**config.mk**
```make
export PLATFORM = sky130hd
export DESIGN_NAME = bilinear_seq_core
export DESIGN_NICKNAME = d
export VERILOG_FILES = /design/src/rtl/bilinear_pkg.sv /design/src/rtl/bilinear_mac.sv /design/src/rtl/bilinear_seq_core.sv
export SDC_FILE = /design/constraint.sdc
export NUM_CORES = 1
export LEC_CHECK = 0
export ABC_CLOCK_PERIOD_IN_PS = 17250
export CAP_MARGIN = 25
export CORE_MARGIN = 2
export CORE_UTILIZATION = 50
export CTS_BUF_LIST = sky130_fd_sc_hd__clkbuf_8
export CTS_CLUSTER_DIAMETER = 30
export DETAILED_ROUTE_END_ITERATION = 12
export PLACE_DENSITY = 0.69
export RECOVER_POWER = 100
export SYNTH_ARGS = -nofsm -noshare
export SYNTH_HDL_FRONTEND = slang
export SYNTH_SLANG_ARGS = --single-unit
```
**constraint.sdc**
```tcl
create_clock -name clk -period 17.25 [get_ports clk]
set_input_delay 3.45 -clock clk [delete_from_list [all_inputs] [get_ports clk]]
set_output_delay 3.45 -clock clk [all_outputs]
set_load 0.01 [all_outputs]
```
**src/rtl/bilinear_pkg.sv**
```systemverilog
// Shared types and constants for the sequential bilinear interpolation core.
package bilinear_pkg;

    localparam int PIX_W     = 8;
    localparam int FRAC_BITS = 8;
    localparam int ONE       = 1 << FRAC_BITS;
    localparam int ROUND     = 1 << 15;

    typedef enum logic [2:0] {
        IDLE,
        M0,
        M1,
        M2,
        M3,
        M4,
        M5,
        OUT
    } state_t;

    // Weights at or above ONE select the far pixel only.
    function automatic logic [8:0] clamp_w(input logic [15:0] w);
        return (w > 16'(ONE)) ? 9'(ONE) : w[8:0];
    endfunction

endpackage

```
**src/rtl/bilinear_mac.sv**
```systemverilog
// Registered 17x9 multiply-accumulate with clear/accumulate select and an additive constant.
module bilinear_mac (
    input  logic        clk,
    input  logic        rst,
    input  logic        en,
    input  logic        clear,
    input  logic [16:0] a,
    input  logic [8:0]  b,
    input  logic [15:0] k,
    output logic [24:0] acc
);

    logic [24:0] base;
    logic [24:0] a_ext;
    logic [24:0] b_ext;

    assign base  = clear ? '0 : acc;
    assign a_ext = {8'b0, a};
    assign b_ext = {16'b0, b};

    // NOTE: sequential state uses non-blocking assignments so every register samples pre-edge values.
    always_ff @(posedge clk or posedge rst) begin
        if (rst) begin
            acc <= '0;
        end else if (en) begin
            acc <= base + a_ext * b_ext + {9'b0, k};
        end
    end

endmodule

```
**src/rtl/bilinear_seq_core.sv**
```systemverilog
// Sequential bilinear interpolation: one shared MAC over six cycles, rounded 8-bit result.
// Optional BILINEAR_PERF_CNT_EN adds completed-op and busy-cycle counters.
module bilinear_seq_core
    import bilinear_pkg::*;
(
    input  logic        clk,
    input  logic        rst,
    input  logic        i_start,
    input  logic [7:0]  i_p1,
    input  logic [7:0]  i_p2,
    input  logic [7:0]  i_p3,
    input  logic [7:0]  i_p4,
    input  logic [15:0] i_wx,
    input  logic [15:0] i_wy,
`ifdef BILINEAR_PERF_CNT_EN
    output logic [31:0] o_op_count,
    output logic [31:0] o_busy_cycles,
`endif
    output logic        o_busy,
    output logic        o_valid,
    output logic [7:0]  o_result
);

    state_t      state;
    state_t      state_next;

    logic [7:0]  p1, p2, p3, p4;
    logic [8:0]  wx, wy, iwx, iwy;
    logic [16:0] h0, h1;

    logic        mac_en;
    logic        mac_clear;
    logic [16:0] mac_a;
    logic [8:0]  mac_b;
    logic [15:0] mac_k;
    logic [24:0] acc;
    logic        acc_msb_unused;

    assign acc_msb_unused = acc[24];
    assign o_busy         = (state != IDLE);

    bilinear_mac u_mac (
        .clk   (clk),
        .rst   (rst),
        .en    (mac_en),
        .clear (mac_clear),
        .a     (mac_a),
        .b     (mac_b),
        .k     (mac_k),
        .acc   (acc)
    );

    always_ff @(posedge clk or posedge rst) begin
        if (rst) state <= IDLE;
        else     state <= state_next;
    end

    // NOTE: every combinational output gets a default first, so no path can infer a latch.
    always_comb begin
        state_next = state;
        mac_en     = 1'b0;
        mac_clear  = 1'b0;
        mac_a      = '0;
        mac_b      = '0;
        mac_k      = '0;
        case (state)
            IDLE: if (i_start) state_next = M0;
            M0: begin
                mac_en = 1'b1; mac_clear = 1'b1; mac_a = {9'b0, p1}; mac_b = iwx;
                state_next = M1;
            end
            M1: begin
                mac_en = 1'b1; mac_a = {9'b0, p2}; mac_b = wx;
                state_next = M2;
            end
            M2: begin
                mac_en = 1'b1; mac_clear = 1'b1; mac_a = {9'b0, p3}; mac_b = iwx;
                state_next = M3;
            end
            M3: begin
                mac_en = 1'b1; mac_a = {9'b0, p4}; mac_b = wx;
                state_next = M4;
            end
            M4: begin
                mac_en = 1'b1; mac_clear = 1'b1; mac_a = h0; mac_b = iwy;
                state_next = M5;
            end
            M5: begin
                mac_en = 1'b1; mac_a = h1; mac_b = wy; mac_k = 16'(ROUND);
                state_next = OUT;
            end
            OUT:     state_next = IDLE;
            default: state_next = IDLE;
        endcase
    end

    // h0 sits in the accumulator during M2 and h1 during M4; capture them as the MAC restarts.
    always_ff @(posedge clk or posedge rst) begin
        if (rst) begin
            p1 <= '0; p2 <= '0; p3 <= '0; p4 <= '0;
            wx <= '0; wy <= '0; iwx <= '0; iwy <= '0;
            h0 <= '0; h1 <= '0;
            o_valid  <= 1'b0;
            o_result <= '0;
        end else begin
            if (state == IDLE && i_start) begin
                p1  <= i_p1;
                p2  <= i_p2;
                p3  <= i_p3;
                p4  <= i_p4;
                wx  <= clamp_w(i_wx);
                wy  <= clamp_w(i_wy);
                iwx <= 9'(ONE) - clamp_w(i_wx);
                iwy <= 9'(ONE) - clamp_w(i_wy);
            end
            if (state == M2) h0 <= acc[16:0];
            if (state == M4) h1 <= acc[16:0];
            o_valid <= (state == OUT);
            if (state == OUT) o_result <= acc[23:16];
        end
    end

`ifdef BILINEAR_PERF_CNT_EN
    always_ff @(posedge clk or posedge rst) begin
        if (rst) begin
            o_op_count    <= '0;
            o_busy_cycles <= '0;
        end else begin
            o_op_count    <= o_op_count + 32'(state == OUT);
            o_busy_cycles <= o_busy_cycles + 32'(o_busy);
        end
    end
`endif

endmodule

```
Word-level counts from Yosys, hierarchy flattened
Index checks and enable logic that the tools add are counted.
{"block": "word_totals", "register_bits": 139, "output_inout_bits": 10, "word_cells": 46, "input_bits": 67}
{"block": "op_classes", "eq_ne": 8, "mux": 10, "n_addsub": 4, "mul": 1, "n_reduce_logical": 7, "magnitude_cmp": 2}
{"cell": "one-hot mux 17 bit (6 select lines)", "count": 1}
{"cell": "one-hot mux 9 bit (4 select lines)", "count": 1}
{"cell": "> comparator 16 x 9 -> 1 bit, second input constant", "count": 2}
{"cell": "adder 25 x 16 -> 25 bit", "count": 1}
{"cell": "adder 25 bit", "count": 1}
{"cell": "multiplier 17 x 9 -> 25 bit", "count": 1}
{"cell": "2-to-1 mux 25 bit", "count": 1}
{"cell": "one-hot mux 3 bit (8 select lines)", "count": 1}
{"cell": "2-to-1 mux 9 bit", "count": 2}
{"cell": "subtractor 9 bit, first input constant", "count": 2}
{"cell": "2-to-1 mux 16 bit", "count": 1}
{"cell": "equality test 3 bit, second input constant", "count": 4}
{"cell": "equality test 3 x 2 -> 1 bit, second input constant", "count": 2}
{"cell": "OR reduction 6 bit", "count": 1}
{"cell": "OR reduction 2 bit", "count": 2}
{"cell": "equality test 3 x 1 -> 1 bit, second input constant", "count": 1}
{"cell": "zero test 3 bit", "count": 1}
{"cell": "2-to-1 mux 3 bit", "count": 1}
{"cell": "nonzero test 3 bit", "count": 1}
{"cell": "OR reduction 3 bit", "count": 1}
{"cell": "2-to-1 mux 1 bit", "count": 2}
{"cell": "!= test 2 bit, second input constant", "count": 1}
{"cell": "logical AND 1 bit", "count": 1}

Logic depth before layout (Yosys ltp)
{"block": "depth", "ltp_word": 6, "depth_mapped": 26, "ltp_nobuf": 24}

Hierarchy
Synthesis repeated with hierarchy kept, for this count alone.
{"block": "hier_totals", "cells_unflattened": 1372, "hier_area_um2": 12594.6}
{"module": "bilinear_mac", "seq_area_each_um2": 625.6, "area_per_inst_um2": 7118.1, "instances": 1, "cells_per_inst": 786}
{"module": "bilinear_seq_core", "seq_area_each_um2": 2802.7, "area_per_inst_um2": 5476.5, "instances": 1, "cells_per_inst": 586}

Worst setup path after synthesis
OpenSTA, ideal clock, no wires.
{"block": "synth_path", "path_type": "reg-to-reg", "start": "register state[0]", "end": "register u_mac.acc[20]", "path_buffers": 3, "path_stages_with_launch": 24, "period_less_slack_ps": 6301, "arrival_ps": 6230, "setup_ps": 71, "setup_slack_ps": 10949, "required_ps": 17179, "path_cell_list": "dfrtp_1 buf_4 nor2b_1 clkbuf_1 a21oi_1 a21oi_1 clkbuf_1 nand2_1 fa_1 fa_1 inv_1 fa_1 fa_1 inv_1 fa_1 inv_1 ha_1 o21a_1 o211ai_1 or2_0 o211ai_1 a32oi_1 or4b_1 nand4_1"}
{"block": "synth_between", "elab_chain_cells": 6, "elab_cells_between_ends": 19, "cone_classes": "2 x add/sub; 1 x mul; 6 x eq/ne; 6 x mux; 4 x reduce/logical"}
{"item": "start, declared", "line_no": "bilinear_seq_core.sv:24", "text": "state_t state;"}
{"item": "start signal, assigned", "line_no": "bilinear_seq_core.sv:55", "text": "else state <= state_next;"}
{"item": "equality test 3 bit, or another cell as far along", "line_no": "bilinear_seq_core.sv:66", "text": "case (state)"}
{"item": "OR reduction 2 bit (no line) or OR reduction 3 bit (tied branches)"}
{"item": "one-hot mux 9 bit (4 select lines) or 2-to-1 mux 1 bit (tied branches)", "line_no": "bilinear_seq_core.sv:66"}
{"item": "multiplier 17 x 9 -> 25 bit or 2-to-1 mux 25 bit (tied branches)", "line_no": "bilinear_mac.sv:26, bilinear_mac.sv:17"}
{"item": "adder 25 bit", "line_no": "bilinear_mac.sv:26", "text": "acc <= base + a_ext * b_ext + {9'b0, k};"}
{"item": "adder 25 x 16 -> 25 bit", "line_no": "bilinear_mac.sv:26"}
{"item": "end signal, assigned", "line_no": "bilinear_mac.sv:26"}
{"item": "end, declared", "line_no": "bilinear_mac.sv:10", "text": "output logic [24:0] acc"}
Parallel ways exist; a longest one is shown, timed or not.
A chain may end at the register's enable or synchronous reset.

==> flow_metrics.tcl <==
set metrics [dict create \
    use_met2_pct 39.3 \
    die_area_um2 24800 \
    critPathRequiredTime_ns 17.30 \
    status "finished with violations" \
    powerDensity_nw_per_um2 171 \
    holdCritPathClass "reg -> reg" \
    fp.dieW_um 158 \
    antenna_cells 0 \
    crit_buf_inv 4 \
    start_util_pct 50.6 \
    post-route-util_pct 56.9 \
    avgSynthCellArea_um2 9.64 \
    slew-limit-headroom_pct -77.4 \
    num_io_pins 77 \
    grt_overflow 0 \
    hold_viol 0 \
    violations "capacitance limit, slew limit" \
    ys_warn_count 0 \
    ant_nets 0 \
    wl_per_cell_um 17.6 \
    core_um2 23300 \
    drt-vias-per-instance 5.45 \
    drcViolationCount 0 \
    drive_gt1_share_pct 10.3 \
    cp.arrival_ns 8.87 \
    worst_ir_drop_vdd_v 0.000109 \
    tightest_slew_ns 2.65 \
    critPathTopFamily "buffers and inverters" \
    ctsResizeCount 0 \
    seq_area_frac_synth_pct 28.8 \
    met3_usage_pct 5.50 \
    insertion_delay_ns 0.50 \
    met1_usage_pct 34.2 \
    hpwl_um 21500 \
    grt_max_degree 78 \
    finalClockSkew_ns 0.0258 \
    p_leak_nw 6.26 \
    antenna_found_initial 0 \
    busiest_layer "met2" \
    synth_enable_flop_cells 0 \
    start_kind "input pin" \
    first_iter_violations 568 \
    synth_fp_nets 1481 \
    post-cts-setup-buffers 0 \
    path_cells "dlygate4sd3_1 -> clkinvlp_2 -> clkbuf_1 -> clkbuf_1" \
    finalCriticalPeriod_ns 8.82 \
    ys_types 67 \
    via_count 8818 \
    setup_tns_ns 0 \
    worst-setup-path-type "in -> async" \
    io_buffers 76 \
    clock-sinks 136 \
    finalSetupViolCount 0 \
    ys_ff_latch 136 \
    area_delta_synth_final_pct 12.5 \
    max_stage_delay_ns 1.93 \
    grt_setup_unrepaired "no" \
    grt_pass1_vias 8912 \
    cts_hold_buf 0 \
    fmax_mhz 113 \
    endpoint_kind "async pin" \
    rows 56 \
    htreeDepth 4 \
    ys.flop_type "dfrtp_1" \
    cts_buffer_depth 2 \
    final_max_slew_viol_count 240 \
    grt_pass1_wl_um 46800 \
    cp_common_cell "clkbuf_1" \
    die-height_um 158 \
    cts_tree "yes" \
    grt.total_usage_pct 24.7 \
    fin_nets 1543 \
    maxCapViolCount 5 \
    netlist_instances 1224 \
    clk_pin_slew_ns 0.09 \
    syn-cell-area_um2 11800 \
    drt-pass1-iter-count 5 \
    async_flop_share_pct 100 \
    cts_root_buffer "clkbuf_8" \
    gp_congestion 0.921 \
    period_share_pct 51.1 \
    cts_buffers 17 \
    cpMaxStageDelayCell "clkbuf_1" \
    drt_wl_total_um 28600 \
    cp_max_fo 60 \
]
## worst min-delay path, cell delays in order, from the launching register on
cell and delay [ns]:
dfrtp_1 0.36, nand2_1 0.05, o21ai_0 0.06
## cells by family after synthesis
logic type | synth area share, %
AOI/OAI and AO/OA | 10.5
xor gates and xnor gates | 2.05
adders and majority gates | 28.2
buffers and inverters | 7.18
DFF | 28.8
muxes | 8.51
and+or+nand+nor | 14.7
## registers in the layout, summed over array words and instances, names as in the netlist
register	cells
h0	17
h1	17
iwx	8
iwy	8
o_result	8
o_valid	1
p1	8
p2	8
p3	8
p4	8
state	3
u_mac.acc	24
wx	9
wy	9
## cell type report
cell class                      count  area [µm²]
Fill cell                        2057       10100
Multi-Input combinational cell    873        7550
Sequential cell                   136        3400
Timing Repair Buffer               92         858
Inverter                          166         624
Tap cell                          319         399
Clock buffer                       17         234
Clock inverter                     15         206
## layer usage
metal  part of all wire (%)  routed length, µm  up-vias
li1                       -                  -     4129
met1                     46              13000     4339
met2                     46              13100      307
met3                    6.8               1950       43
met4                    1.8                511        0
met5                      0                  0        -
## metrics by stage
step,total power [W],cell area [µm²],instances,worst slack [ns],hold WS [ns]
CTS,0.00227,13300,1616,9.47,0.499
global placement,0.00194,12800,1584,9.69,0.467
global route,0.00250,13300,1618,7.26,0.517
floorplan,0.00161,11800,1224,10.16,0.442
finish,0.00227,13300,1618,8.43,0.497
detailed placement,0.00198,12800,1584,9.51,0.474
## synth_stat cells, types with 15 or more instances
master / instances / area share, %
nand2_1: 202 / 6.4
inv_1: 165 / 5.2
dfrtp_1: 136 / 29
fa_1: 126 / 21
mux2_2: 82 / 7.8
ha_1: 64 / 6.8
o21ai_0: 60 / 2.5
nor2_1: 49 / 1.6
nor2b_1: 38 / 2.0
a21oi_1: 30 / 1.3
clkbuf_1: 29 / 0.92
and2_1: 27 / 1.4
xnor2_1: 15 / 1.1
## report_power, final
part	internal, W	total, W	switching, W
clock	0.000113	0.000286	0.000173
sequential	0.000436	0.000538	0.000102
combinational	0.000594	0.00144	0.000847
## layout by cell type, fill, tap and decap left out, types with 9 or more instances in the layout
master,n
a21o_1,12
a21oi_1,30
a221oi_1,9
a22o_1,12
a22oi_1,12
and2_1,27
buf_4,10
clkbuf_8,17
clkdlybuf4s50_1,64
clkinv_8,9
dfrtp_1,136
dlygate4sd3_1,12
fa_1,126
ha_1,64
inv_1,165
mux2_2,82
nand2_1,202
nand3_1,9
nor2_1,49
nor2b_1,38
nor3_1,14
o21ai_0,64
xnor2_1,15
xor2_1,10
## path summary, 6_finish.rpt
check                      startpoint  cells after the start            end  slack (ns)
max                               rst                      4         h1[16]        8.43
min                            iwy[5]                      2         iwy[5]        0.50
max reg2reg                  state[1]                     19  u_mac.acc[23]        9.24
min reg2reg                    iwy[5]                      2         iwy[5]        0.50
max in group clk             state[1]                     19  u_mac.acc[23]        9.24
min in group asynchronous         rst                      2          h0[1]        4.17
Note: power is estimated with default switching activity, not from simulation.
